File: config.mk
export PLATFORM = sky130hd
export DESIGN_NAME = framer
export DESIGN_NICKNAME = d
export VERILOG_FILES = /design/src/rtl/framer.sv
export SDC_FILE = /design/constraint.sdc
export NUM_CORES = 1
export LEC_CHECK = 0
export CAP_MARGIN = 20
export CORE_MARGIN = 2
export CORE_UTILIZATION = 32
export CTS_CLUSTER_DIAMETER = 120
export DETAILED_ROUTE_END_ITERATION = 7
export PLACE_DENSITY_LB_ADDON = 0.3
export SLEW_MARGIN = 30
export SYNTH_ARGS = -nofsm -noshare
export SYNTH_HDL_FRONTEND = slang
export SYNTH_SLANG_ARGS = --single-unit
File: constraint.sdc
create_clock -name clk -period 1.4 [get_ports clk]
set_clock_uncertainty 0.05 [all_clocks]
set_input_delay 0.14 -clock clk [delete_from_list [all_inputs] [get_ports clk]]
set_output_delay 0.14 -clock clk [all_outputs]
set_load 0.01 [all_outputs]
File: src/rtl/framer.sv
// +----------------------------------------------------------------------------+
// | Module      : framer                                                       |
// | Description : Builds an 11-bit async serial frame image (start, data,      |
// |               optional parity, stop bits, idle fill) and registers it.     |
// |               Optional external parity enabled by FRAMER_EXT_PARITY_EN.    |
// | Revision    : 1.0 - initial release                                        |
// +----------------------------------------------------------------------------+
`default_nettype none

module framer (
  input  logic        clk,
  input  logic        rst,
  input  logic [7:0]  Din,
  input  logic        p_o,
  input  logic        dL,
  input  logic [1:0]  p,
  input  logic        s,
  output logic [10:0] frame
);

  localparam logic [10:0] c_IDLE = 11'h7FF;

  logic [7:0]  w_data_mask;
  logic        w_data_xor;
  logic        w_par_en;
  logic        w_par_bit;
  logic [3:0]  w_par_pos;
  logic [3:0]  w_stop_pos;
  logic [10:0] w_frame;
  logic [10:0] r_frame;

`ifndef FRAMER_EXT_PARITY_EN
  logic w_unused_p_o;
  assign w_unused_p_o = p_o;
`endif

  assign w_data_mask = dL ? 8'hFF : 8'h7F;
  assign w_data_xor  = ^(Din & w_data_mask);
  assign w_par_pos   = dL ? 4'd9 : 4'd8;
  assign w_stop_pos  = w_par_en ? (w_par_pos + 4'd1) : w_par_pos;

  always_comb begin
    w_par_en  = 1'b0;
    w_par_bit = 1'b1;
    case (p)
      2'b01: begin
        w_par_en  = 1'b1;
        w_par_bit = ~w_data_xor;
      end
      2'b10: begin
        w_par_en  = 1'b1;
        w_par_bit = w_data_xor;
      end
`ifdef FRAMER_EXT_PARITY_EN
      2'b11: begin
        w_par_en  = 1'b1;
        w_par_bit = p_o;
      end
`endif
      default: begin
        w_par_en  = 1'b0;
        w_par_bit = 1'b1;
      end
    endcase
  end

  // Start from all-ones so idle fill and stop bits need no separate clearing.
  always_comb begin
    w_frame    = c_IDLE;
    w_frame[0] = 1'b0;
    w_frame[7:1] = Din[6:0];
    if (dL) begin
      w_frame[8] = Din[7];
    end
    if (w_par_en) begin
      w_frame[w_par_pos] = w_par_bit;
    end
    if (w_stop_pos <= 4'd10) begin
      w_frame[w_stop_pos] = 1'b1;
    end
    // Second stop bit only fits when it stays within the 11-bit image.
    if (s && (w_stop_pos < 4'd10)) begin
      w_frame[w_stop_pos + 4'd1] = 1'b1;
    end
  end

  always_ff @(posedge clk) begin
    if (!rst) begin
      r_frame <= c_IDLE;
    end else begin
      r_frame <= w_frame;
    end
  end

  assign frame = r_frame;

endmodule

`default_nettype wire

==> impl_metrics.toml <==
[outcome]
outcome = "finished clean"

[synthesis]
synth_flop_cell = "dfxtp_1"
synth_top_area_share_pct = 44.7
synth_area_leader_cell = "dfxtp_1"
synth.most_common_cell = "dfxtp_1"
synth.cells.most_frequent = "dfxtp_1, nand2b_1, inv_1"
seq_area_frac_synth_pct = 44.7
synth_edf_count = 0
syn-num-nets = 62
synth_area_leaders = "dfxtp_1, ha_1, nand2b_1, xnor2_1, xnor3_1"
syn_inst = 43
synthesis.area_sq_um = 448
synth_seq_cells = 10
async_flop_share_pct = 0
yosysWarnings = 0
syn_avg_cell_area_sq_um = 10.4
synth_cell_types = 14

[timing]
finalSetupTns_ns = 0
rsz0062_at_grt = "false"
fin_crit_sh_pct = 96.9
setup_viol = 0
finalHoldViolCount = 0
fmax_mhz = 737
min_period_ns = 1.36
slew_violations = 0
setup_ws_ns = 0.0440

[die]
ios = 26
rows = 13
coreArea_sq_um = 1300
die-width_microns = 41.4
die-area_sq_um = 1720
die_h_microns = 41.4
initial_utilization_pct = 34.4

[worst_setup_path]
critPathMaxFanout = 4
cp_data_arrival_time_ns = 1.42
endpoint_kind = "flip-flop"
critical_path_class = "in -> reg"
critPathLaunchType = "primary input"
crit_required_ns = 1.46

[drt]
drtAntennaViolNets = 0
drc_errors = 0
drt-wirelength-per-cell_microns = 9.32
drt_pre_antenna_iters = 4
totalWireLength_microns = 811
viasPerCell = 4.28
drt_iter0_drc = 6
dr_total_vias = 372

[grt]
grt_pass1_wl_mm = 1.30
grt_pass1_vias = 338
antenna_found_initial = 0
grt_max_degree = 11
gr-total-overflow = 0
grt_use_total_pct = 9.83

[final_layout]
drive_above_1_share_pct = 25.0
largest_reg_flops = 10
n_antenna_cell = 0
nets = 92
area_growth_pct = 77.4

[clock_network]
cts_tree = "built"
clk_pin_slew_worst_paths_ns = 0.06
cts_buffer_depth = 2
cts_inserted_buffers = 3
clock-sinks = 10
h-tree-depth = 1
cts_root_buf = "clkbuf_4"

[placement]
port_buffers = 23
pre_cts_ws_ns = -0.534
gp_congestion = 0.732
dpl.hpwl_microns = 588

[pwr]
leakagePower_nw = 0.365
ir_worst_vdd_v = 0.000465
power.density_nw_per_um2 = 956

[flow_run]
cap_violations = 0

[hold_path]
worstHoldPathType = "in -> reg"
power breakdown:
part,total (mW),internal [mW],switching (mW),leakage (nW)
Combinational,0.207,0.129,0.0777,0.261
Sequential,0.305,0.302,0.00382,0.0834
Clock,0.247,0.157,0.0899,0.0210
timing repair:
item	CTS	global route
resized for setup	18	6
setup buffers	1	1
endpoints found under the setup margin	2	2
hold buffers	0	0
pin swaps	7	6
cloned	0	0
cell type report:
type                       count  area (sq um)
inverter                       5          18.8
sequential                    10           200
fill                         114           507
tap                           15          18.8
timing repair buffer          26           245
multi-input combinational     27           275
clock buffer                   4          36.3
final timing paths:
check	cells after the start	from	endpoint	slack, ns
setup / recovery	7	p[0]	frame[8]	0.04
hold / removal	2	Din[2]	frame[3]	0.07
layout by cell type, fill, tap and decap left out, drive strengths merged, types with 2 or more instances in the layout:
master,Yosys,layout
buf,1,4
clkbuf,0,5
clkdlybuf4s15,0,4
clkdlybuf4s50,0,15
dfxtp,10,10
ha,4,4
inv,5,5
nand2,3,3
nand2b,7,7
nor2,3,3
o2111ai,2,2
xnor2,4,4
metrics by stage:
step	cell area, sq um	utilization (%)	instances	power (mW)	hold WS, ns
floorplan	448	-	43	0.411	0.147
global placement	697	53.6	81	0.495	0.691
detailed placement	697	53.6	81	0.498	0.693
CTS	767	58.9	86	0.764	0.0612
global route	795	61.1	87	0.795	0.0972
finish	795	61.1	87	0.759	0.0691
critical path, cell delays in order:
cell and delay [ns]:
clkdlybuf4s50_1 0.48, inv_1 0.07, ha_4 0.23, ha_4 0.26, nand2_1 0.04, nand2_1 0.08, o2111ai_2 0.11
cells by family (layout without fill, tap and decap cells):
kind of cell,count (synthesis),count (layout),share of synthesized area [%]
multiplexers,1,1,3.35
other,1,1,0.837
buffers and inverters,6,35,5.87
adder cells (fa/ha/maj),4,4,11.2
AO/OA/AOI/OAI,2,2,3.91
flip-flops,10,10,44.7
AND/OR/NAND/NOR,13,13,15.4
XOR/XNOR,6,6,14.8
per-layer routing:
metal / vias to the layer above / routed length, microns / track usage, %
li1: 191 / - / -
met1: 160 / 348 / 11.8
met2: 19 / 383 / 14.1
met3: 2 / 60 / 2.17
met4: 0 / 19 / 9.68
met5: - / 0 / 0
Note: power is estimated with default switching activity, not from simulation.
